## src/rtl/servo_pwm_pkg.sv

```systemverilog
// Shared constants and the duty clamp helper for the servo PWM bank.
package servo_pwm_pkg;

    localparam int DEF_NUM_CHANNELS = 4;
    localparam int DEF_COUNT_WIDTH  = 12;
    localparam int DEF_PERIOD_TICKS = 4000;
    localparam int DEF_TICK_DIV     = 250;
    localparam int DEF_MIN_PULSE    = 200;
    localparam int DEF_MAX_PULSE    = 400;
    localparam int CH_IDX_WIDTH     = 5;

    // Saturates a requested pulse width into the legal servo window.
    function automatic logic [31:0] clamp_duty(
        input logic [31:0] value,
        input logic [31:0] lo,
        input logic [31:0] hi
    );
        logic [31:0] res;
        if (value < lo) begin
            res = lo;
        end else if (value > hi) begin
            res = hi;
        end else begin
            res = value;
        end
        return res;
    endfunction

endpackage

```

## src/rtl/servo_pwm_channel.sv

```systemverilog
// One servo channel: double-buffered duty (pending/active) and registered compare output.
module servo_pwm_channel
    import servo_pwm_pkg::*;
#(
    parameter int COUNT_WIDTH = DEF_COUNT_WIDTH,
    parameter int MIN_PULSE   = DEF_MIN_PULSE,
    parameter int MAX_PULSE   = DEF_MAX_PULSE
) (
    input  logic                   clk,
    input  logic                   rst_n,
    input  logic                   wr_sel,
    input  logic [COUNT_WIDTH-1:0] wr_value,
    input  logic                   boundary,
    input  logic                   enable,
    input  logic [COUNT_WIDTH-1:0] count,
    output logic                   pwm
);

    logic [COUNT_WIDTH-1:0] clamped_s;
    logic [COUNT_WIDTH-1:0] pending_r;
    logic                   valid_r;
    logic [COUNT_WIDTH-1:0] active_r;
    logic                   pwm_r;

    assign clamped_s = COUNT_WIDTH'(clamp_duty(32'(wr_value), 32'(MIN_PULSE), 32'(MAX_PULSE)));
    assign pwm       = pwm_r;

    // Pending capture; a write in the boundary cycle re-arms valid for the next period.
    always_ff @(posedge clk or negedge rst_n) begin
        if (!rst_n) begin
            pending_r <= {COUNT_WIDTH{1'b0}};
            valid_r   <= 1'b0;
        end else if (wr_sel) begin
            pending_r <= clamped_s;
            valid_r   <= 1'b1;
        end else if (boundary) begin
            pending_r <= pending_r;
            valid_r   <= 1'b0;
        end else begin
            pending_r <= pending_r;
            valid_r   <= valid_r;
        end
    end

    // Active duty only changes on a period boundary so a pulse is never cut short.
    always_ff @(posedge clk or negedge rst_n) begin
        if (!rst_n) begin
            active_r <= {COUNT_WIDTH{1'b0}};
        end else if (boundary && valid_r) begin
            active_r <= pending_r;
        end else begin
            active_r <= active_r;
        end
    end

    // Registered compare output.
    always_ff @(posedge clk or negedge rst_n) begin
        if (!rst_n) begin
            pwm_r <= 1'b0;
        end else begin
            pwm_r <= enable && (count < active_r);
        end
    end

endmodule

```

## src/rtl/servo_pwm_bank.sv

```systemverilog
// Bank of servo PWM channels sharing one prescaler, period counter and write decoder.
module servo_pwm_bank
    import servo_pwm_pkg::*;
#(
    parameter int NUM_CHANNELS = DEF_NUM_CHANNELS,
    parameter int COUNT_WIDTH  = DEF_COUNT_WIDTH,
    parameter int PERIOD_TICKS = DEF_PERIOD_TICKS,
    parameter int TICK_DIV     = DEF_TICK_DIV,
    parameter int MIN_PULSE    = DEF_MIN_PULSE,
    parameter int MAX_PULSE    = DEF_MAX_PULSE
) (
    input  logic                    clk,
    input  logic                    rst_n,
    input  logic                    wr_en,
    input  logic [CH_IDX_WIDTH-1:0] wr_channel,
    input  logic [COUNT_WIDTH-1:0]  wr_value,
    input  logic [NUM_CHANNELS-1:0] ch_enable,
    output logic [NUM_CHANNELS-1:0] pwm_out,
    output logic                    period_start,
    output logic                    wr_error
);

    localparam int PRESC_W = (TICK_DIV > 1) ? $clog2(TICK_DIV) : 1;
    localparam logic [PRESC_W-1:0]      PRESC_LAST = PRESC_W'(TICK_DIV - 1);
    localparam logic [COUNT_WIDTH-1:0]  COUNT_LAST = COUNT_WIDTH'(PERIOD_TICKS - 1);
    localparam logic [CH_IDX_WIDTH:0]   NUM_CH_EXT = (CH_IDX_WIDTH + 1)'(NUM_CHANNELS);

    logic [PRESC_W-1:0]      presc_r;
    logic [COUNT_WIDTH-1:0]  count_r;
    logic                    tick_s;
    logic                    boundary_s;
    logic                    ch_ok_s;
    logic                    period_start_r;
    logic                    wr_error_r;
    logic [NUM_CHANNELS-1:0] wr_sel_s;

    assign tick_s       = (presc_r == PRESC_LAST);
    assign boundary_s   = tick_s && (count_r == COUNT_LAST);
    assign ch_ok_s      = ({1'b0, wr_channel} < NUM_CH_EXT);
    assign period_start = period_start_r;
    assign wr_error     = wr_error_r;

    // Tick prescaler.
    always_ff @(posedge clk or negedge rst_n) begin
        if (!rst_n) begin
            presc_r <= {PRESC_W{1'b0}};
        end else if (tick_s) begin
            presc_r <= {PRESC_W{1'b0}};
        end else begin
            presc_r <= presc_r + PRESC_W'(1'b1);
        end
    end

    // Period counter, advancing once per tick and wrapping only at the period end.
    always_ff @(posedge clk or negedge rst_n) begin
        if (!rst_n) begin
            count_r <= {COUNT_WIDTH{1'b0}};
        end else if (boundary_s) begin
            count_r <= {COUNT_WIDTH{1'b0}};
        end else if (tick_s) begin
            count_r <= count_r + COUNT_WIDTH'(1'b1);
        end else begin
            count_r <= count_r;
        end
    end

    // Status pulses, each valid for the single cycle after its cause.
    always_ff @(posedge clk or negedge rst_n) begin
        if (!rst_n) begin
            period_start_r <= 1'b0;
            wr_error_r     <= 1'b0;
        end else begin
            period_start_r <= boundary_s;
            wr_error_r     <= wr_en && !ch_ok_s;
        end
    end

    for (genvar i = 0; i < NUM_CHANNELS; i++) begin : g_ch
        assign wr_sel_s[i] = wr_en && (wr_channel == CH_IDX_WIDTH'(i));

        servo_pwm_channel #(
            .COUNT_WIDTH (COUNT_WIDTH),
            .MIN_PULSE   (MIN_PULSE),
            .MAX_PULSE   (MAX_PULSE)
        ) u_ch (
            .clk      (clk),
            .rst_n    (rst_n),
            .wr_sel   (wr_sel_s[i]),
            .wr_value (wr_value),
            .boundary (boundary_s),
            .enable   (ch_enable[i]),
            .count    (count_r),
            .pwm      (pwm_out[i])
        );
    end

endmodule

```

## config.mk

```make
export PLATFORM = sky130hd
export DESIGN_NAME = servo_pwm_bank
export DESIGN_NICKNAME = d
export VERILOG_FILES = /design/src/rtl/servo_pwm_pkg.sv /design/src/rtl/servo_pwm_channel.sv /design/src/rtl/servo_pwm_bank.sv
export SDC_FILE = /design/constraint.sdc
export NUM_CORES = 1
export LEC_CHECK = 0
export CAP_MARGIN = 20
export CORE_MARGIN = 3
export CORE_UTILIZATION = 55
export DETAILED_ROUTE_END_ITERATION = 6
export PLACE_DENSITY = 0.74
export REMOVE_ABC_BUFFERS = 1
export SKIP_LAST_GASP = 1
export SLEW_MARGIN = 20
export SYNTH_ARGS = -nofsm -noshare
export SYNTH_HDL_FRONTEND = slang
export SYNTH_SLANG_ARGS = --single-unit
export TNS_END_PERCENT = 1
```

## constraint.sdc

```tcl
create_clock -name clk -period 1.8 [get_ports clk]
set_input_delay 0.45 -clock clk [delete_from_list [all_inputs] [get_ports clk]]
set_output_delay 0.45 -clock clk [all_outputs]
set_load 0.02 [all_outputs]
```

[After elaboration in Yosys (flattened, before gate mapping)]
Index checks and enable logic that the tools add are counted.
Operators by class
  add/sub/neg operators: 2
  order comparisons: 7
  eq/ne operators: 5
  mux-type cells: 10
  reduce and logical (&&, ||, !) cells: 21
Operators by type and width (number)
  $lt 12x12->1: 4
  $mux 12: 4
  $logic_and 1x1->1: 14
  $add 12x1->12 const B: 1
  $eq 12x12->1 const B: 1
  $gt 12x9->1 const B: 1
  $lt 12x8->1 const B: 1
  $eq 5x2->1 const B: 2
  $reduce_bool 2->1: 5
  $add 8x1->8 const B: 1
  $eq 8x8->1 const B: 1
  $mux 8: 1
  $eq 5x1->1 const B: 1
  $logic_not 5->1: 1
  $lt 5x3->1 const B: 1
  $mux 1: 5
  $logic_not 1->1: 1
Word-level totals
  register bits after elaboration: 126
  output and inout bits: 6
  word-level logic and storage cells: 65

[Depth between registers and ports, before layout]
  depth after elaboration: 4
  gate-level depth with buffers: 7

[By module]
Synthesis repeated with hierarchy kept, for this count alone.
Second synthesis, totals
  cells, all modules: 573
  area, all modules: 6401.1 sq um
Modules (own cells, without submodules)
  servo_pwm_channel: times used 4, cells an instance 116, area each 1321.3 sq um, seq. area each 650.6 sq um
  servo_pwm_bank: times used 1, cells an instance 109, area each 1116.1 sq um, seq. area each 550.5 sq um

[Worst setup path before layout]
No wires, ideal clock.
  path kind: reg2reg
  from: reg count_r[1]
  to: reg g_ch[0].u_ch.active_r[10]
  arrival time: 1.668 ns
  data required time: 1.675 ns
  slack: 0.007 ns
  stages on the path, launching flop included: 7
  path buffers: 1
  clock period less this slack: 1.793 ns
  cells stage by stage: dfrtp_1 -> ha_1 -> nand4_1 -> nor2_8 -> nand3_4 -> buf_6 -> mux2_4
Between the ends
  word-level cells in the longest chain between the ends: 3
RTL lines
  start: declaration: line servo_pwm_bank.sv:29  | logic [COUNT_WIDTH-1:0] count_r;
  start signal: assignment: line servo_pwm_bank.sv:57  | count_r <= {COUNT_WIDTH{1'b0}};
  start signal: assignment: line servo_pwm_bank.sv:59  | count_r <= {COUNT_WIDTH{1'b0}};
  start signal: assignment: line servo_pwm_bank.sv:61  | count_r <= count_r + COUNT_WIDTH'(1'b1);
  $eq 12x12->1: line servo_pwm_bank.sv:38  | assign boundary_s = tick_s && (count_r == COUNT_LAST);
  $logic_and 1x1->1: line servo_pwm_bank.sv:38
  $logic_and 1x1->1: line servo_pwm_channel.sv:49  | end else if (boundary && valid_r) begin
  end signal: assignment: line servo_pwm_channel.sv:48  | active_r <= {COUNT_WIDTH{1'b0}};
  end signal: assignment: line servo_pwm_channel.sv:50  | active_r <= pending_r;
  end signal: assignment: line servo_pwm_channel.sv:52  | active_r <= active_r;
  end: declaration: line servo_pwm_channel.sv:22  | logic [COUNT_WIDTH-1:0] active_r;
Every way passes these cells.
A chain may end at the register's enable or synchronous reset.

[Worst setup path after layout]
  from: reg count_r[1]
  to: reg g_ch[0].u_ch.pwm_r
Between the ends
  word-level cells in the longest chain between the ends: 2
RTL lines
  $lt 12x12->1: line servo_pwm_channel.sv:61  | pwm_r <= enable && (count < active_r);
  $logic_and 1x1->1: line servo_pwm_channel.sv:61
  end signal: assignment: line servo_pwm_channel.sv:61
  end: declaration: line servo_pwm_channel.sv:23  | logic pwm_r;
Every way passes these cells.

==> flow_metrics.env <==
export IMPL_status="complete, but fails checks"
export IMPL_violations="setup timing"
export IMPL_rows=38
export IMPL_setup_violations=2
export IMPL_cp_required_ns=2.10
export IMPL_clock_path_buffers=2
export IMPL_synth_most_common_cell="dfrtp_1"
export IMPL_hold_violations=0
export IMPL_p_leak_nw=3.87
export IMPL_critPathMaxStageDelay_ns=0.44
export IMPL_internal_power_mw=5.18
export IMPL_ys_seq_area_share_pct=49.7
export IMPL_area_growth_syn_to_layout_pct=21.3
export IMPL_drive_gt1_share_pct=23.7
export IMPL_startpoint_type="flip-flop"
export IMPL_synth_common_cells="dfrtp_1 (126), inv_1 (50), ha_1 (47)"
export IMPL_netlist_area_mm2=0.00635
export IMPL_p_per_area_mw_per_mm2=854
export IMPL_vdd_ir_drop_worst_mv=0.756
export IMPL_die_h_um=113
export IMPL_yosys_top_cells_area="dfrtp_1 (50%), mux2_4 (9.5%), ha_1 (9.3%), mux2_2 (3.5%), o21ai_0 (3.0%)"
export IMPL_synth_xor_area_share_pct=1.38
export IMPL_avgViaCountPerCell=5.63
export IMPL_coreArea_mm2=0.0111
export IMPL_overflow=0
export IMPL_antenna_found_initial=0
export IMPL_clkTransAtPathRegs_ns=0.06
export IMPL_first_global_vias=4618
export IMPL_critPathMaxFanout=4
export IMPL_synth_top_cell_area_share_pct=49.7
export IMPL_dp_hpwl_um=9970
export IMPL_synthAdderAreaFrac_pct=9.26
export IMPL_syn_inst=543
export IMPL_dieArea_mm2=0.0129
export IMPL_p_comb_share_pct=4.0
export IMPL_synth_top_area_cell="dfrtp_1"
export IMPL_fin_ws_ns=-0.0438
export IMPL_drt_iter0_markers=274
export IMPL_hold_path_class="in -> async"
export IMPL_ctsHtreeMaxLevel=4
export IMPL_synth_simple_gate_area_share_pct=13.9
export IMPL_portBuffers=29
export IMPL_syn_avg_cell_area_um2=11.7
export IMPL_synth_compound_area_share_pct=7.55
export IMPL_worstMarginPinSlew_ns=0.446
export IMPL_num_vias=4355
export IMPL_drt_total_wl_um=14300
export IMPL_grt_pass1_wl_um=23400
export IMPL_clk_latency_ns=0.41
export IMPL_fin_crit_sh_pct=102
export IMPL_critPathKind="reg -> reg"
export IMPL_cpMostUsedCell="nor4_1"
export IMPL_insertedDiodeCount=0
export IMPL_sw_frac_of_total_pct=21.3
export IMPL_fmax_mhz=542
export IMPL_async_flop_share_pct=100
export IMPL_fillerInstances=748
export IMPL_grt_util_all_layers_pct=23.9
export IMPL_fin_crit_ns=1.84
export IMPL_drv_slew=0
export IMPL_crit_path_end_kind="flip-flop"
export IMPL_timing_hold_ws_ns=0.450
export IMPL_rsz0062_at_grt="yes"
export IMPL_p_seq_share_pct=45.1
export IMPL_ant_nets=0
export IMPL_start_util_pct=57.3
export IMPL_cts_sinks=126
export IMPL_yosysWarningCount=0
export IMPL_maxCapViolCount=0
export IMPL_synth_edff_count=0
export IMPL_clockPowerShare_pct=50.9
export IMPL_synth_top_family_by_area="simple AND/OR/NAND/NOR gates"
export IMPL_max_slew_margin_pct=70.2
export IMPL_wl_per_cell_um=18.4
export IMPL_worstPathArrival_ns=2.14
export IMPL_fin_skew_ns=0.00748
export IMPL_place_ws_ns=-0.267
export IMPL_gp_congestion=0.809
export IMPL_first_pass_iters=4
export IMPL_cts_tree="done"
export IMPL_nNetsFinal=693
export IMPL_die_w_um=113
export IMPL_synth_mux_area_share_pct=13.5
export IMPL_ys_flop_type="dfrtp_1"
export IMPL_ys_ff_latch=126
export IMPL_power_mw=6.57
export IMPL_cts_buffers=17
export IMPL_grt_start_max_net_pins=79
export IMPL_clock_root_buffer="clkbuf_16"
export IMPL_drc_errors=0
export IMPL_crit_path_cell_trace="buf_4 > ha_1 > a2111oi_1 > nor4_1 > nor4_1"
export IMPL_io_pin_count=30
export IMPL_p_sw_mw=1.40
export IMPL_synth_cell_types=47
export IMPL_cpMaxStageDelayCell="a2111oi_1"
==> worst max-delay path, delay by kind of cell (launching register included) <==
| family | cells | cell delay [ns] |
|---|---|---|
| adders and majority gates | 1 | 0.30 |
| AOI/OAI and AO/OA | 1 | 0.44 |
| and+or+nand+nor | 2 | 0.43 |
| DFF | 1 | 0.40 |
| buffers and inverters | 1 | 0.17 |
==> power by group through the flow <==
stage,Clock [mW],Sequential [mW],Combinational (mW)
floorplan,0,3.00,0.0844
global placement,0,3.01,0.249
detailed placement,0,3.01,0.260
CTS,3.40,2.97,0.266
global route,3.52,2.97,0.292
finish,3.35,2.97,0.260
==> final cells by class <==
cell class,count,area (um^2),share of cell area (%)
clock buffer,22,474,6.16
timing repair buffer,77,688,8.93
sequential,126,3150,40.9
clock inverter,9,111,1.45
tap,140,175,2.27
multi-input combinational,350,2910,37.8
inverter,50,188,2.44
==> flip-flops by register name, summed over array words and instances (netlist names) <==
| register | count |
|---|---|
| g_ch.u_ch.pending_r | 48 |
| period_start | 1 |
| count_r | 12 |
| g_ch.u_ch.pwm | 4 |
| presc_r | 8 |
| g_ch.u_ch.valid_r | 4 |
| g_ch.u_ch.active_r | 48 |
| wr_error | 1 |
==> what timing repair did <==
item / CTS / global route
buffers inserted: 2 / 0
hold endpoints to repair: 13 / 0
resized for setup: 2 / 4
hold buffers: 1 / 0
pin swaps: 2 / 2
setup endpoints to repair: 59 / 71
==> kinds of logic after synthesis <==
logic type,after synthesis
AOI/OAI and AO/OA,80
xor gates and xnor gates,10
adders and majority gates,47
buffers and inverters,67
DFF,126
muxes,63
and+or+nand+nor,150
==> path summary, 6_finish.rpt <==
check                                                 startpoint                                     to  depth (start not counted)  slack [ns]
min in group clk           g_ch[0].u_ch.pending_r[0]$_DFFE_PN0P_  g_ch[0].u_ch.pending_r[0]$_DFFE_PN0P_                          2        0.48
hold / removal                                             rst_n             g_ch[2].u_ch.pwm$_DFF_PN0_                          2        0.45
setup / recovery                          count_r[1]$_DFFE_PN0P_             g_ch[0].u_ch.pwm$_DFF_PN0_                          5       -0.04
max in group asynchronous                                  rst_n  g_ch[3].u_ch.pending_r[5]$_DFFE_PN0P_                          3        0.69
setup reg to reg                          count_r[1]$_DFFE_PN0P_             g_ch[0].u_ch.pwm$_DFF_PN0_                          5       -0.04
hold reg to reg            g_ch[0].u_ch.pending_r[0]$_DFFE_PN0P_  g_ch[0].u_ch.pending_r[0]$_DFFE_PN0P_                          2        0.48
==> through the flow <==
step	setup TNS, ns	utilization, %	std cells	instance area, um^2
floorplan	-3.30	-	526	6230
global placement	-8.07	63.8	740	7070
detailed placement	-13.40	63.8	740	7070
CTS	-0.378	69.3	774	7680
global route	-4.78	69.5	774	7700
finish	-0.0491	69.5	774	7700
==> per-layer routing <==
layer | part of all wire (%) | up-vias | GRT usage (%)
met2 | 50 | 113 | 40.9
met5 | 0 | - | 0
met3 | 4.6 | 31 | 6.53
met1 | 42 | 2145 | 28.8
met4 | 3.1 | 0 | 9.46
li1 | - | 2066 | -
==> cell usage in the layout (no fill, tap or decap), types with 10 or more instances in the layout <==
cell             netlist  routed
a21oi_1               16      16
and2_1                12      12
buf_4                  4      45
clkbuf_16              0      17
clkdlybuf4s50_1        0      28
dfrtp_1              126     126
ha_1                  47      47
inv_1                 50      50
mux2_2                20      20
mux2_4                40      40
nand2_1               43      43
nand2b_1              10      10
nand3_1               14      14
nand4_1               11      11
nor2_1                20      20
nor4_1                10      10
o21ai_0               38      38
No activity file was read; power rests on OpenSTA's default activity.
==> edit 1 (same settings) <==
Compare `count_r` against `COUNT_LAST` with >= in place of ==.
--- a/src/rtl/servo_pwm_bank.sv
+++ b/src/rtl/servo_pwm_bank.sv
@@ -35,7 +35,7 @@
     logic [NUM_CHANNELS-1:0] wr_sel_s;
 
     assign tick_s       = (presc_r == PRESC_LAST);
-    assign boundary_s   = tick_s && (count_r == COUNT_LAST);
+    assign boundary_s   = tick_s && (count_r >= COUNT_LAST);
     assign ch_ok_s      = ({1'b0, wr_channel} < NUM_CH_EXT);
     assign period_start = period_start_r;
     assign wr_error     = wr_error_r;
Check against the original RTL: same outputs for any inputs over 10 cycles, from zero or initial values and one cycle with rst_n low; that may be too few to reach the edited logic, so the function may still have changed.
==> edit 1 against the original RTL <==
The run still ends with negative setup slack left; setup slack worse by 0.20 ns; total power increased by 0.70%; final area increased by 0.49%; hold slack improved by 0.026 ns; sequential cell count unchanged; sequential share of layout area shrank 0.20 points; area after synthesis down 3.3%; routed wire length decreased by 3.0%; critical endpoint is now g_ch[1].u_ch.active_r[2]$_DFFE_PN0P_.
==> edit 1: results (changes against the original RTL) <==
| Metric | Value |
|---|---|
| Worst slack, placed | -0.467 ns (was -0.267 ns) |
| Sequential share of cell area | 40.7% (was 40.9%) |
| Wl on met1 | 6.02 mm (was 6.00 mm) |
| Status | finished with violations (unchanged) |
| Comb power frac | 4.2% (was 4.0%) |
| Clock buf count | 18 (was 22) |
| Post-synth top cells | dfrtp_1, inv_1, ha_1, mux2_1, mux2_2 (was dfrtp_1, inv_1, ha_1, nand2_1, mux2_4) |
| Mux cell area share after synthesis | 13.2% (was 13.5%) |
| Largest net degree at the start of global routing | 84 (was 79) |
| Fin util | 73.0% (was 69.5%) |
| Crit path capture | g_ch[1].u_ch.active_r[2]$_DFFE_PN0P_ (was g_ch[0].u_ch.pwm$_DFF_PN0_) |
| Final number of setup-violating endpoints | 60 (was 2) |
| Compound-Gate Fraction of Synth Area | 7.23% (was 7.55%) |
| Layout Nets | 700 (was 693) |
| Area of the multi-input gates | 2740 µm² (was 2910 µm²) |
| Clock network area share | 7.55% (was 7.60%) |
| GRT Total Usage | 23.1% (was 23.9%) |
| Reg2reg start | presc_r[1]$_DFF_PN0_ (was count_r[1]$_DFFE_PN0P_) |
| Least-Margin Pin Slew | 0.552 ns (was 0.446 ns) |
| Layout cell share with drive strength beyond 1 | 22.9% (was 23.7%) |
| Met3 Use GR | 7.28% (was 6.53%) |
| Hold slack | 0.476 ns (was 0.450 ns) |
| DR iter-0 viols | 219 (was 274) |
| Setup ws final | -0.242 ns (was -0.0438 ns) |
| Row count | 37 (was 38) |
| Violated checks | negative setup slack (unchanged) |
| Fillcell total | 691 (was 748) |
| Non-clock inverter count | 51 (was 50) |
| Routed vias/inst | 5.59 (was 5.63) |
| Area after DPL | 7030 µm² (was 7070 µm²) |
-- edit 1: changes by cell type after synthesis, moves of 4 or more --
cell and change:
a21oi_1 +6, and3_2 +4, mux2_1 +40, mux2_2 +12
mux2_4 -40, nand2_1 -14, nand3_1 -5, nand3_4 -4
nor2_1 +6, nor3_1 +6, o21ai_0 -14, xnor2_1 +4
-- edit 1: worst max-delay path: stages (launching register included) --
cell,delay [ns]
dfrtp_1,0.38
inv_2,0.07
ha_4,0.14
nand4b_4,0.12
a211oi_4,0.43
and3_4,0.32
clkbuf_16,0.17
mux2_4,0.30
-- edit 1: stage by stage --
step | std cells | setup TNS, ns | power, mW
2_1_floorplan | 514 | -6.55 | 3.10
3_3_place_gp | 740 | -15.80 | 3.28
3_5_place_dp | 740 | -20.31 | 3.30
4_1_cts | 774 | -6.89 | 6.67
5_1_grt | 777 | -15.24 | 6.84
6_report | 777 | -10.38 | 6.62
==> edit 2 (same settings) <==
Without the edit above. The package constant `DEF_COUNT_WIDTH` goes from 12 to 24.
--- a/src/rtl/servo_pwm_pkg.sv
+++ b/src/rtl/servo_pwm_pkg.sv
@@ -2,7 +2,7 @@
 package servo_pwm_pkg;
 
     localparam int DEF_NUM_CHANNELS = 4;
-    localparam int DEF_COUNT_WIDTH  = 12;
+    localparam int DEF_COUNT_WIDTH  = 24;
     localparam int DEF_PERIOD_TICKS = 4000;
     localparam int DEF_TICK_DIV     = 250;
     localparam int DEF_MIN_PULSE    = 200;
Ports: changed (resized wr_value); port bits go from 30 to 42. No check against the original RTL was run, so the function may have changed too.
==> edit 2 against the original RTL <==
Final area is 78% higher; sequential cell count is 108 higher; critical path depth is 2 higher; area after synthesis is 77% higher; total power is 61% higher; setup slack worse by 0.19 ns; routed wire length is 71% higher; global-route usage is 0.80 points lower; via count is 77% higher; first-iteration DRC count is 76% higher; core utilization is 0.091 points lower; largest cell class unchanged; the run still ends with negative setup slack left; synthesized cell count is 81% higher.
==> edit 2: results (changes against the original RTL) <==
| Metric | Value |
|---|---|
| Final number of setup-violating endpoints | 127 (was 2) |
| Lkg Pwr | 6.84 nW (was 3.87 nW) |
| Layout Nets | 1278 (was 693) |
| DP Wirelength | 17.6 mm (was 9.97 mm) |
| Worst slack, placed | -0.454 ns (was -0.267 ns) |
| Vias in the first global route | 8159 (was 4618) |
| Post_cts resized | 10 (was 2) |
| Adder-Cell Fraction of Synth Area | 10.6% (was 9.26%) |
| Met2 Track Usage GR | 37.9% (was 40.9%) |
| Register area share after synthesis | 52.2% (was 49.7%) |
| Mux cell area share after synthesis | 10.7% (was 13.5%) |
| Post-Synth XOR/XNOR Area | 2.03% (was 1.38%) |
| Setup ws final | -0.238 ns (was -0.0438 ns) |
| Compound-Gate Fraction of Synth Area | 6.36% (was 7.55%) |
| GRT Total Usage | 23.1% (was 23.9%) |
| Clock network power | 4.92 mW (was 3.35 mW) |
| Violated checks | negative setup slack (unchanged) |
| Status | finished with violations (unchanged) |
| Port Buffer Count | 41 (was 29) |
| Layout cell share with drive strength beyond 1 | 24.7% (was 23.7%) |
| Area after DPL | 12900 µm² (was 7070 µm²) |
| Number of library cell types mapped by synthesis | 49 (was 47) |
| Grt met1 use | 32.2% (was 28.8%) |
| Top cells by area, synth | dfrtp_1, ha_1, mux2_2 (was dfrtp_1, mux2_4, ha_1) |
| Max Clock Skew | 0.0135 ns (was 0.00748 ns) |
| Comb power frac | 3.1% (was 4.0%) |
| Final wirelength | 24.4 mm (was 14.3 mm) |
| Critical Path Fanout Max | 21 (was 4) |
| First-pass GRT wire length | 41.3 mm (was 23.4 mm) |
## edit 2: layer usage
metal  wire [µm]  share of wire, %
met2       11600                48
met3         845               3.5
met5           0                 0
met1       11200                46
met4         702               2.9
## edit 2: final timing paths
check,startpoint,endpoint,slack (ns),cells after the start
hold reg to reg,g_ch[0].u_ch.pending_r[8]$_DFFE_PN0P_,g_ch[0].u_ch.pending_r[8]$_DFFE_PN0P_,0.48,2
max in group asynchronous,rst_n,g_ch[0].u_ch.pending_r[2]$_DFFE_PN0P_,0.71,3
hold / removal,rst_n,g_ch[2].u_ch.active_r[14]$_DFFE_PN0P_,0.44,2
setup / recovery,count_r[19]$_DFFE_PN0P_,g_ch[1].u_ch.active_r[22]$_DFFE_PN0P_,-0.24,7
setup reg to reg,count_r[19]$_DFFE_PN0P_,g_ch[1].u_ch.active_r[22]$_DFFE_PN0P_,-0.24,7
min in group clk,g_ch[0].u_ch.pending_r[8]$_DFFE_PN0P_,g_ch[0].u_ch.pending_r[8]$_DFFE_PN0P_,0.48,2
## edit 2: critical path, stage by stage, from the launching register on
cell     delay [ns]
dfrtp_1        0.39
nor4_2         0.33
nand3_1        0.16
nor4_4         0.26
buf_4          0.20
nand3_4        0.10
buf_12         0.18
mux2_2         0.29
## edit 2: per-stage QoR
step	power (mW)	TNS [ns]	cells
floorplan	5.51	-84.59	956
global placement	5.77	-40.52	1384
detailed placement	5.79	-53.75	1384
CTS	10.7	-22.63	1429
global route	11.0	-31.65	1429
finish	10.6	-23.32	1429
## edit 2: final cells by class
| cell class | instances | area [µm²] |
|---|---|---|
| clock buffer | 35 | 713 |
| clock inverter | 9 | 76.3 |
| fill | 1419 | 6050 |
| inverter | 107 | 402 |
| multi-input combinational | 615 | 4840 |
| sequential | 234 | 5860 |
| tap | 265 | 332 |
| timing repair buffer | 164 | 1520 |
